`config.mk`:
```
export PLATFORM = sky130hd
export DESIGN_NAME = traceback_row_packer
export DESIGN_NICKNAME = d
export VERILOG_FILES = /design/src/rtl/traceback_row_packer_pkg.sv /design/src/rtl/traceback_row_slot.sv /design/src/rtl/traceback_row_packer.sv
export SDC_FILE = /design/constraint.sdc
export NUM_CORES = 1
export LEC_CHECK = 0
export ABC_AREA = 0
export ABC_CLOCK_PERIOD_IN_PS = 2900
export BUFFER_PORTS_ARGS = -buffer_cell sky130_fd_sc_hd__buf_2
export CORE_MARGIN = 2
export CORE_UTILIZATION = 26
export DETAILED_ROUTE_END_ITERATION = 6
export SETUP_SLACK_MARGIN = 0.05
export SYNTH_ARGS = -nofsm -noshare
export SYNTH_HDL_FRONTEND = slang
export SYNTH_SLANG_ARGS = --single-unit
export TNS_END_PERCENT = 100
```
`constraint.sdc`:
```
create_clock -name clk -period 2.9 [get_ports clk]
set_input_delay 0.58 -clock clk [delete_from_list [all_inputs] [get_ports clk]]
set_output_delay 0.58 -clock clk [all_outputs]
set_load 0.01 [all_outputs]
```
`src/rtl/traceback_row_packer_pkg.sv`:
```
// traceback_row_packer_pkg: row geometry, direction codes and the address convention
// shared by the traceback memory reader and writer.
package traceback_row_packer_pkg;
   localparam int N             = 8;
   localparam int LOG_N         = 3;
   localparam int DW            = 2;
   localparam int PW            = 8;
   localparam int ROW_WORDS_LOG = 4;
   localparam int AW            = PW + ROW_WORDS_LOG;
   localparam int TW            = 2*PW - LOG_N;

   typedef enum logic [DW-1:0] {
      DIR_DIAG = 2'd0,
      DIR_UP   = 2'd1,
      DIR_LEFT = 2'd2,
      DIR_STOP = 2'd3
   } dir_e;

   typedef enum logic [1:0] {EMPTY, ACCUM, PEND, PEND_ACCUM} state_e;

   // Tag is {x, y[PW-1:LOG_N]}; address is {x[PW-ROW_WORDS_LOG-1:0], y[PW-1:LOG_N]}.
   function automatic logic [AW-1:0] row_addr(input logic [TW-1:0] tag);
      return AW'({tag[PW-LOG_N +: PW-ROW_WORDS_LOG], tag[PW-LOG_N-1:0]});
   endfunction
endpackage

```
`src/rtl/traceback_row_slot.sv`:
```
// traceback_row_slot: one data+mask+tag row register with a whole-word load port and a
// write-entry-j port; wdata_o/wmask_o show the row as it would be after the entry write.
module traceback_row_slot
   import traceback_row_packer_pkg::*;
(
   input  logic            clk,
   input  logic            rst_n,
   input  logic            ld_i,
   input  logic            wr_i,
   input  logic            fresh_i,
   input  logic [LOG_N-1:0] j_i,
   input  logic [DW-1:0]   dir_i,
   input  logic [N*DW-1:0] data_i,
   input  logic [N-1:0]    mask_i,
   input  logic [TW-1:0]   tag_i,
   output logic [N*DW-1:0] data_o,
   output logic [N-1:0]    mask_o,
   output logic [TW-1:0]   tag_o,
   output logic [N*DW-1:0] wdata_o,
   output logic [N-1:0]    wmask_o
);
   logic [N*DW-1:0] data_q, data_d;
   logic [N-1:0]    mask_q, mask_d;
   logic [TW-1:0]   tag_q, tag_d;
   logic [LOG_N-1:0] k;

   // Entry 0 sits at the MSB end, so its slot index is N-1-j, i.e. ~j for power-of-two N.
   always_comb begin
      k                   = ~j_i;
      wdata_o             = fresh_i ? '0 : data_q;
      wdata_o[k*DW +: DW] = dir_i;
      wmask_o             = fresh_i ? '0 : mask_q;
      wmask_o[k]          = 1'b1;
      data_d              = ld_i ? data_i : wr_i ? wdata_o : data_q;
      mask_d              = ld_i ? mask_i : wr_i ? wmask_o : mask_q;
      tag_d               = (ld_i || wr_i) ? tag_i : tag_q;
   end

   always_ff @(posedge clk or negedge rst_n) begin
      if (!rst_n) begin
         data_q <= '0;
         mask_q <= '0;
         tag_q  <= '0;
      end else begin
         data_q <= data_d;
         mask_q <= mask_d;
         tag_q  <= tag_d;
      end
   end

   assign data_o = data_q;
   assign mask_o = mask_q;
   assign tag_o  = tag_q;
endmodule

```
`src/rtl/traceback_row_packer.sv`:
```
// traceback_row_packer: packs tagged per-cell direction codes into masked row writes.
// TRACEBACK_WRITE_MASK_EN drives the accumulated mask out; otherwise the mask is all-ones.
module traceback_row_packer
   import traceback_row_packer_pkg::*;
(
   input  logic            clk,
   input  logic            rst_n,
   input  logic            in_valid,
   output logic            in_ready,
   input  logic [DW-1:0]   in_dir,
   input  logic [PW-1:0]   in_x,
   input  logic [PW-1:0]   in_y,
   input  logic            in_last,
   output logic            mem_wr_valid,
   input  logic            mem_wr_ready,
   output logic [AW-1:0]   mem_wr_addr,
   output logic [N*DW-1:0] mem_wr_data,
   output logic [N-1:0]    mem_wr_mask,
   output logic            busy
);
   state_e state_q, state_d;
   logic acc_cl_q, acc_cl_d;
   logic acc_v, out_v, acc_v_d, out_v_d;
   logic accept, hit, close_now, spill, move, out_load;
   logic [TW-1:0]   in_tag, acc_tag, out_tag, ld_tag;
   logic [N*DW-1:0] acc_data, acc_wdata, out_data, ld_data;
   logic [N-1:0]    acc_mask, acc_wmask, out_mask, ld_mask;
   logic [N*DW-1:0] unused_out_wdata;
   logic [N-1:0]    unused_out_wmask;

   assign in_tag = {in_x, in_y[PW-1:LOG_N]};

   // acc_cl_q marks an ACC that must close but could not reach OUT yet (in_last on a tag change).
   always_comb begin
      acc_v     = state_q inside {ACCUM, PEND_ACCUM};
      out_v     = state_q inside {PEND, PEND_ACCUM};
      in_ready  = !out_v || mem_wr_ready;
      accept    = in_valid && in_ready;
      hit       = acc_v && !acc_cl_q && in_tag == acc_tag;
      close_now = accept && (hit || !acc_v) && (in_last || &acc_wmask);
      spill     = accept && acc_v && !hit;
      move      = !accept && acc_v && acc_cl_q && in_ready;
      out_load  = close_now || spill || move;
      ld_data   = close_now ? acc_wdata : acc_data;
      ld_mask   = close_now ? acc_wmask : acc_mask;
      ld_tag    = close_now ? in_tag : acc_tag;
      acc_v_d   = accept ? !close_now : acc_v && !move;
      out_v_d   = out_load || (out_v && !mem_wr_ready);
      acc_cl_d  = spill ? in_last : (move || close_now) ? 1'b0 : acc_cl_q;
      state_d   = out_v_d ? (acc_v_d ? PEND_ACCUM : PEND) : (acc_v_d ? ACCUM : EMPTY);
   end

   always_ff @(posedge clk or negedge rst_n) begin
      if (!rst_n) begin
         state_q  <= EMPTY;
         acc_cl_q <= 1'b0;
      end else begin
         state_q  <= state_d;
         acc_cl_q <= acc_cl_d;
      end
   end

   traceback_row_slot u_acc (
      .clk     (clk),
      .rst_n   (rst_n),
      .ld_i    (1'b0),
      .wr_i    (accept && !close_now),
      .fresh_i (!hit),
      .j_i     (in_y[LOG_N-1:0]),
      .dir_i   (in_dir),
      .data_i  ('0),
      .mask_i  ('0),
      .tag_i   (in_tag),
      .data_o  (acc_data),
      .mask_o  (acc_mask),
      .tag_o   (acc_tag),
      .wdata_o (acc_wdata),
      .wmask_o (acc_wmask)
   );

   traceback_row_slot u_out (
      .clk     (clk),
      .rst_n   (rst_n),
      .ld_i    (out_load),
      .wr_i    (1'b0),
      .fresh_i (1'b0),
      .j_i     ('0),
      .dir_i   ('0),
      .data_i  (ld_data),
      .mask_i  (ld_mask),
      .tag_i   (ld_tag),
      .data_o  (out_data),
      .mask_o  (out_mask),
      .tag_o   (out_tag),
      .wdata_o (unused_out_wdata),
      .wmask_o (unused_out_wmask)
   );

   assign mem_wr_valid = out_v;
   assign mem_wr_addr  = row_addr(out_tag);
   assign mem_wr_data  = out_data;
   assign busy         = acc_v || out_v;
`ifdef TRACEBACK_WRITE_MASK_EN
   assign mem_wr_mask  = out_mask;
`else
   logic [N-1:0] unused_out_mask;
   assign unused_out_mask = out_mask;
   assign mem_wr_mask  = {N{out_v}};
`endif
endmodule

```
==> results of run 1 <==
## worst max-delay path, cell delays in order, from the launching register on
cell	delay [ns]
dfrtp_1	0.39
xor2_1	0.15
nor4_1	0.54
a41oi_1	0.26
nor3_4	0.33
nand3_4	0.19
buf_12	0.21
mux2_2	0.27
## state kept, by name, indices dropped and copies added, names as in the netlist
| name | count |
|---|---|
| u_acc.mask_o | 8 |
| acc_cl_q | 1 |
| u_acc.tag_o | 13 |
| u_out.data_o | 16 |
| u_out.tag_o | 9 |
| u_acc.data_o | 16 |
| state_q | 2 |
## per-stage QoR
step | power, mW | setup WS [ns] | instances | cell area (um2)
2_1_floorplan | 2.027 | 0.3456 | 303 | 3511
3_3_place_gp | 2.311 | 0.2265 | 524 | 3976
3_5_place_dp | 2.333 | 0.1593 | 524 | 3976
4_1_cts | 3.305 | 0.4547 | 539 | 4234
5_1_grt | 3.465 | 0.2616 | 539 | 4234
6_report | 3.261 | 0.4314 | 539 | 4234
## power groups by stage
stage                     Combinational (mW)  Sequential [mW]  Clock, mW
final                                   1.05             1.26      0.952
after global routing                    1.15             1.29       1.03
after CTS                               1.07             1.26      0.980
after detailed placement                1.06             1.27          0
after global placement                  1.05             1.26          0
after floorplan                        0.754             1.27          0
## kinds of logic (layout without fill, tap and decap cells)
kind of cell             after synthesis  after routing
multiplexers                          72             72
AND/OR/NAND/NOR                       67             67
flip-flops                            65             65
AO/OA/AOI/OAI                         49             49
buffers and inverters                 32             92
XOR/XNOR                              13             13
adder cells (fa/ha/maj)                2              2
other                                  1              3
## metal layers
metal | vias up | global-route usage
li1 | 1206 | -
met1 | 1263 | 0.1498
met2 | 58 | 0.1928
met3 | 6 | 0.04040
met4 | 0 | 0.05000
met5 | - | 0
## worst paths after layout
check / to / cells after the start / start / slack [ns]
worst max-delay path: u_out.data_o[4] / 7 / u_acc.tag_o[4] / 0.43
worst min-delay path: u_out.data_o[4] / 1 / rst_n / 0.23
worst min register to register: u_acc.mask_o[0] / 1 / u_acc.mask_o[0] / 0.50
min in group clk: u_acc.mask_o[0] / 1 / u_acc.mask_o[0] / 0.50
worst max register to register: u_out.data_o[4] / 7 / u_acc.tag_o[4] / 0.43
max in group asynchronous: u_out.tag_o[2] / 2 / rst_n / 1.92
## synth_stat cells, types with 2 or more instances
cell,number
dfrtp_1,65
mux2_2,56
o21ai_0,17
mux2i_1,14
xor2_1,13
buf_4,12
nand3_1,12
nor2_1,12
nand2_1,10
clkbuf_1,7
o31ai_1,7
nand2b_1,6
a31oi_1,5
buf_2,5
inv_1,5
a32o_1,4
nor4_1,4
a22o_1,3
a41oi_1,3
buf_6,3
nand4_1,3
nand4b_1,3
or2_2,3
a21o_1,2
a21oi_1,2
and3b_1,2
ha_1,2
nor2b_1,2
nor3_1,2
nor4bb_1,2
o311ai_0,2
## cells in the final DEF (no fill, tap or decap), types with 3 or more instances in the layout
cell	n
dfrtp_1	65
buf_2	58
mux2_2	56
o21ai_0	17
mux2i_1	14
xor2_1	13
nor2_1	12
nand3_1	12
buf_4	12
nand2_1	10
clkbuf_16	9
o31ai_1	7
nand2b_1	6
inv_1	5
a31oi_1	5
clkbuf_1	5
nor4_1	4
a32o_1	4
a41oi_1	3
nand4b_1	3
nand4_1	3
or2_2	3
a22o_1	3
conb_1	3
## cell type report
class / count / area, um2 / area share
multi-input cells: 206 / 1690 / 0.3992
flip-flops and latches: 65 / 1627 / 0.3842
repair buffers: 72 / 420.4 / 0.09929
clock buffers: 15 / 257.7 / 0.06087
well taps: 176 / 220.2 / 0.05201
inverters: 5 / 18.77 / 0.004433
==> metrics.cfg, run 1 <==
[status]
run_status=completed

[routing]
topRoutingLayerUsed=met4
met1_length_um=3650
vias=2533
wl_per_cell_um=15.15
routed_via_density=4.699
wl_met3_um=387
first_pass_iters=4
drtIter0Drc=127
wl_um=8164
antenna_left=0
dr_wl_met2_um=4004
drc_errors=0

[timing]
hold_viol_final=0
whs_ns=0.2334
finalSetupTns_ns=0
fin_crit_ns=2.469
rsz0062_at_grt=no
fin_crit_sh=0.8513
drv_slew=0
tightest_slew_ns=0.6013
slew_headroom=0.5964
setup_violations=0
finalClockSkew_ns=0.006472
max_freq_mhz=405.1

[clock_tree]
cts.clk_slew.worst_paths_ns=0.05
cts_tree=yes
clk_path_buf_depth=2
hold_buffers=0
htreeDepth=3
cts_buffers=9
root_buffer=clkbuf_16
cts_resized=0
clock-sinks=65
post_cts_buffers=0
insertion_delay_ns=0.33

[floorplanning]
chipHeight_um=120.1
die_area_mm2=0.01442
pin_count=62
fp.dieW_um=120.1
core_area_mm2=0.01319
start_util=0.2656
rows=42

[place]
io_buffers=58
dpl.hpwl_um=5994
place.gp.congestion=0.7704

[synthesis]
synthCells=301
synthAdderAreaFrac=0.007143
yosys.area.top_type=dfrtp_1
ys_top_cells_by_area=dfrtp_1, mux2_2, mux2i_1, xor2_1, buf_4
synth_cell_type_count=44
ys_async_sr_fraction=1.000
synth_top_family_by_area=multiplexers
yosys.area_share.simple=0.1132
synthMuxAreaShare=0.2275
synth_compound_area_frac=0.09893
synth_top_area_share=0.4643
synth_xor_area_frac=0.03250
ys_seq_area_frac=0.4643
post_synth.cell_area_avg_um2=11.64
yosys_warnings=0
ys_ff_latch=65
synthesis.area_mm2=0.003503
synth_ff_type=dfrtp_1
synth-edff-count=0

[grt]
grt-ovfl-total=0
grt_use_total=0.1209
grt_pass1_wl_um=13590
grt_max_degree=26
first_global_vias=2608
antenna_found_initial=0

[cells_and_area]
drive_gt1_frac=0.4050
antenna_cells=0
fillers=1304
layout.nets=384
syn2layout_area_growth_pct=20.86
final_util=0.3210

[pwr]
p_clk_frac=0.292
sw_frac_of_total=0.3113
ir_drop_mv=0.3057
cellLeakagePower_nw=1.977
power_switching_mw=1.015
combPwrFrac=0.323
p_int_mw=2.246
p_per_area_mw_per_mm2=770.2
power_frac_seq=0.385

[critical_path]
path_class=flip-flop to flip-flop
path_max_fanout=17
cp-start-kind=flip-flop
arrival_ns=2.68
worstPathRequired_ns=3.11
endpoint_kind=flip-flop

[min_path]
hold_path.class=primary input to async pin

[job]
max_cap_viol_count=0

(Power assumes the default switching activity.)
==> inputs of run 2 (changes only) <==
Settings changed: CORE_UTILIZATION 26 to 46, PLACE_DENSITY set to 0.68.
==> metrics.cfg, run 2 (same netlist as run 1, synthesis figures left out) <==
[timing]
finalClockSkew_ns=0.01011  ; +0.003634 ns
hold_viol_final=0  ; unchanged
max_freq_mhz=384.1  ; -5.2%
tightest_slew_ns=0.9841  ; +0.3828 ns
setup_violations=0  ; unchanged
fin_crit_ns=2.603  ; +0.1349 ns
fin_crit_sh=0.8978  ; +0.04650
slew_headroom=0.3427  ; -0.2537
drv_slew=0  ; unchanged
rsz0062_at_grt=no

[grt]
first_global_vias=2566  ; -1.6%
grt_use_total=0.1843  ; +0.06333
grt_pass1_wl_um=12370  ; -8.9%
antenna_found_initial=0  ; unchanged
grt-ovfl-total=0  ; unchanged
grt_max_degree=36  ; +38%

[routing]
wl_per_cell_um=15.73  ; +3.9%
vias=2573  ; +1.6%
wl_um=7409  ; -9.2%
drtIter0Drc=121  ; -4.7%
routed_via_density=5.463  ; +16%
drc_errors=0  ; unchanged
first_pass_iters=4  ; unchanged
antenna_left=0  ; unchanged

[status]
run_status=completed

[cells_and_area]
layout.nets=392  ; +2.1%
layout_common_cells=dfrtp_1, buf_2, mux2_2
fin_cells=471  ; -13%
drive_gt1_frac=0.4328  ; +0.02784
syn2layout_area_growth_pct=19.14
final_util=0.5694  ; +0.2484
final_common_cell=dfrtp_1
antenna_cells=0  ; unchanged

[critical_path]
critPathTopFamily=compound AO/OA/AOI/OAI gates
endpoint_kind=flip-flop
path_buf_inv=0  ; -1
r2r-end=u_out.data_o[5]
critPathSlowestCell=a211oi_2
path_max_fanout=10  ; -7
reg2reg_depth=6  ; -1
path_class=flip-flop to flip-flop
setup.worst_path.end=u_out.data_o[5]
r2r_start=u_acc.tag_o[9]
cp-start-kind=flip-flop
rrSetupSlack_ns=0.30  ; -0.13 ns
arrival_ns=2.82  ; +0.14 ns
worstPathRequired_ns=3.12  ; about the same
slowest_delay_ns=0.82  ; +0.28 ns
worstPathCellList=xor2_1 -> nor4_1 -> and4_1 -> a211oi_2 -> mux2_2 -> mux2_2
path_common_cell=mux2_2
crit_start=u_acc.tag_o[9]
cp_num_cells=6  ; -1

[floorplanning]
core_area_mm2=0.007331  ; -44%
rows=31  ; -26%
pin_count=62  ; unchanged
start_util=0.4779  ; +0.2123
fp.dieW_um=91.27  ; -24%
die_area_mm2=0.008330  ; -42%
chipHeight_um=91.27  ; -24%

[min_path]
hold_path.class=primary input to async pin

[clock_tree]
htreeDepth=3  ; unchanged
root_buffer=clkbuf_8
cts_resized=0  ; unchanged
insertion_delay_ns=0.34  ; about the same
cts_tree=yes
clk_path_buf_depth=2  ; unchanged
clock-sinks=65  ; unchanged
cts_buffers=9  ; unchanged
cts.clk_slew.worst_paths_ns=0.07  ; +0.02 ns

[job]
max_cap_viol_count=0  ; unchanged

[place]
place.gp.congestion=0.8243  ; +7.0%
placedCellCount=454  ; -13%
io_buffers=58  ; unchanged
dpl.hpwl_um=5201  ; -13%

[pwr]
ir_drop_mv=0.3302  ; +8.0%
cellLeakagePower_nw=1.996  ; +0.96%
p_per_area_mw_per_mm2=763.1  ; -0.92%
power.total_mw=3.185  ; -2.3%

==> run 2: metrics by stage <==
step	setup WS (ns)	hold WS [ns]	setup TNS, ns	instance area [um2]
final	0.2965	0.3065	0	4174
after global routing	0.1542	0.3594	0	4174
after CTS	0.09091	0.3209	0	4161
after detailed placement	-0.1125	0.4993	-1.557	3933
after global placement	-0.07790	0.4887	-0.9562	3933
after floorplan	0.3456	0.2844	0	3511
==> run 2: metal layers <==
layer  up-vias  track usage  routed length [um]
li1       1231            -                   -
met1      1264       0.2477                3373
met2        72       0.3080                3688
met3         6      0.02573                 276
met4         0      0.06061                  70
met5         -            0                   0
==> run 2: final cells by class <==
type                            instances  area [um2]
Tap cell                               99       123.9
Sequential cell                        65        1627
Inverter                                5       18.77
Timing Repair Buffer                   79       473.0
Fill cell                             637        3157
Clock buffer                           10       137.6
Clock inverter                          6       91.34
Multi-Input combinational cell        207        1703
==> run 2: worst min-delay path by stage <==
stage / start / to
after floorplan: rst_n / acc_cl_q
after global placement: u_acc.mask_o[0] / u_acc.mask_o[0]
after detailed placement: u_acc.mask_o[5] / u_acc.mask_o[5]
after CTS: rst_n / u_out.data_o[10]
after global routing: rst_n / u_out.data_o[14]
final: rst_n / u_out.data_o[10]
==> run 2: what timing repair did <==
action / 4_1_cts / 5_1_grt
hold buffers: 0 / 0
endpoints found under the setup margin: 0 / 23
setup buffers: 0 / 0
==> run 2: power breakdown <==
part	switching (mW)	total [mW]	internal, mW
sequential	0.140	1.25	1.11
clock	0.362	0.871	0.509
combinational	0.513	1.07	0.554
==> inputs of run 3 (changes only) <==
Settings changed: CELL_PAD_IN_SITES_DETAIL_PLACEMENT set to 1, CELL_PAD_IN_SITES_GLOBAL_PLACEMENT set to 2, CORE_UTILIZATION 46 to 37, PLACE_DENSITY 0.68 to not set, PLACE_DENSITY_LB_ADDON set to 0.1.
==> metrics.cfg, run 3 (same netlist as run 1, synthesis figures left out) <==
[routing]
routed_via_density=5.417  ; -0.84%
drtIter0Drc=83  ; -31%
wl_um=8379  ; +13%
first_pass_iters=4  ; unchanged
antenna_left=0  ; unchanged
wl_per_cell_um=17.64  ; +12%
drc_errors=0  ; unchanged
vias=2573  ; unchanged

[timing]
setup_violations=0  ; unchanged
tightest_slew_ns=0.5902  ; -0.3940 ns
rsz0062_at_grt=no
whs_ns=0.2367  ; -0.06977 ns
hold_viol_final=0  ; unchanged
finalClockSkew_ns=0.008254  ; -0.001852 ns
fin_crit_sh=0.8665  ; -0.03128
max_freq_mhz=398.0  ; +3.6%
fin_crit_ns=2.513  ; -0.09072 ns
layout_setup_ws_ns=0.3872  ; +0.09072 ns
drv_slew=0  ; unchanged
finalSetupTns_ns=0  ; unchanged
slew_headroom=0.6029  ; +0.2602

[cells_and_area]
final_area_mm2=0.004091  ; -2.0%
ff_latch_area_mm2=0.001627  ; unchanged
antenna_cells=0  ; unchanged
syn2layout_area_growth_pct=16.79
multiInputGateArea_mm2=0.001690  ; -0.73%
layout.nets=385  ; -1.8%
fillers=1030  ; +62%
final_common_cell=dfrtp_1
drive_gt1_frac=0.4203  ; -0.01247
layout_common_cells=dfrtp_1, buf_2, mux2_2

[clock_tree]
cts_tree=yes
clk_path_buf_depth=2  ; unchanged
post_cts_buffers=0  ; unchanged
htreeDepth=3  ; unchanged
insertion_delay_ns=0.33  ; about the same
cts.clk_slew.worst_paths_ns=0.07  ; about the same
cts_buffers=9  ; unchanged
clock-sinks=65  ; unchanged
hold_buffers=0  ; unchanged
root_buffer=clkbuf_8
cts_resized=0  ; unchanged

[grt]
grt-ovfl-total=0  ; unchanged
first_global_vias=2701  ; +5.3%
grt_max_degree=26  ; -28%
antenna_found_initial=0  ; unchanged
grt_pass1_wl_um=14100  ; +14%
grt_use_total=0.1787  ; -0.005528

[status]
run_status=completed

[critical_path]
worstPathRequired_ns=3.11  ; about the same
rrSetupSlack_ns=0.39  ; +0.09 ns
r2r_start=u_acc.tag_o[4]
path_class=flip-flop to flip-flop
reg2reg_depth=7  ; +1
setup.worst_path.end=u_acc.mask_o[2]
r2r-end=u_acc.mask_o[2]
cp-start-kind=flip-flop
arrival_ns=2.73  ; -0.09 ns
crit_start=u_acc.tag_o[4]
endpoint_kind=flip-flop
path_max_fanout=16  ; +6

[floorplanning]
pin_count=62  ; unchanged
start_util=0.3810  ; -0.09694
die_area_mm2=0.01026  ; +23%
fp.dieW_um=101.3  ; +11%
core_area_mm2=0.009196  ; +25%
chipHeight_um=101.3  ; +11%
rows=35  ; +13%

[pwr]
power.total_mw=3.113  ; -2.3%
ir_drop_mv=0.2582  ; -22%
p_per_area_mw_per_mm2=760.7  ; -0.31%
cellLeakagePower_nw=1.959  ; -1.8%

[place]
pre_cts_ws_ns=0.03549  ; +0.1480 ns
placed_cell_area_mm2=0.003877  ; -1.4%
io_buffers=58  ; unchanged
place.gp.congestion=0.7639  ; -7.3%
dpl.hpwl_um=6098  ; +17%

[min_path]
hold_path.class=primary input to async pin

[job]
max_cap_viol_count=0  ; unchanged

run 3: changes by cell type in the layout (fill, tap and decap cells not counted), sizes merged:
| cell | change |
|---|---|
| clkinvlp | -3 |
| clkbuf | +3 |
| buf | -6 |
| a211oi | -1 |
| bufinv | -1 |
run 3: final cells by class:
cell class,instances,area share
flip-flops and latches,65,0.3976
multi-input cells,206,0.4131
well taps,111,0.03394
clock inverters,2,0.008563
repair buffers,73,0.09847
clock buffers,13,0.04373
inverters,5,0.004587
run 3: worst min-delay path by stage:
stage                            endpoint  depth (start not counted)
final                     u_acc.mask_o[3]                          1
after global routing      u_acc.mask_o[3]                          1
after CTS                 u_acc.mask_o[3]                          1
after detailed placement  u_acc.mask_o[5]                          1
after global placement    u_acc.mask_o[4]                          1
after floorplan                  acc_cl_q                          0
run 3: per-stage QoR:
stage / util / instances
global route: 0.4449 / 475
global placement: 0.4216 / 460
CTS: 0.4449 / 475
detailed placement: 0.4216 / 460
finish: 0.4449 / 475
floorplan: - / 303
run 3: worst max-delay path, cell delays in order, from the launching register on:
cell	delay, ns
dfrtp_1	0.40
xor2_1	0.15
nor4_1	0.56
a41oi_1	0.26
nor3_4	0.35
buf_4	0.27
nor3_1	0.12
a32o_1	0.28
run 3: where the power goes:
group / switching, mW / internal (mW)
Clock: 0.333 / 0.485
Combinational: 0.507 / 0.532
Sequential: 0.148 / 1.11
run 3: metal layers:
| layer | up-vias | GRT usage | share of wire |
|---|---|---|---|
| met5 | - | 0 | 0 |
| met4 | 0 | 0.05717 | 0.010 |
| met3 | 7 | 0.03175 | 0.037 |
| met2 | 52 | 0.2944 | 0.48 |
| met1 | 1302 | 0.2399 | 0.47 |
| li1 | 1212 | - | - |
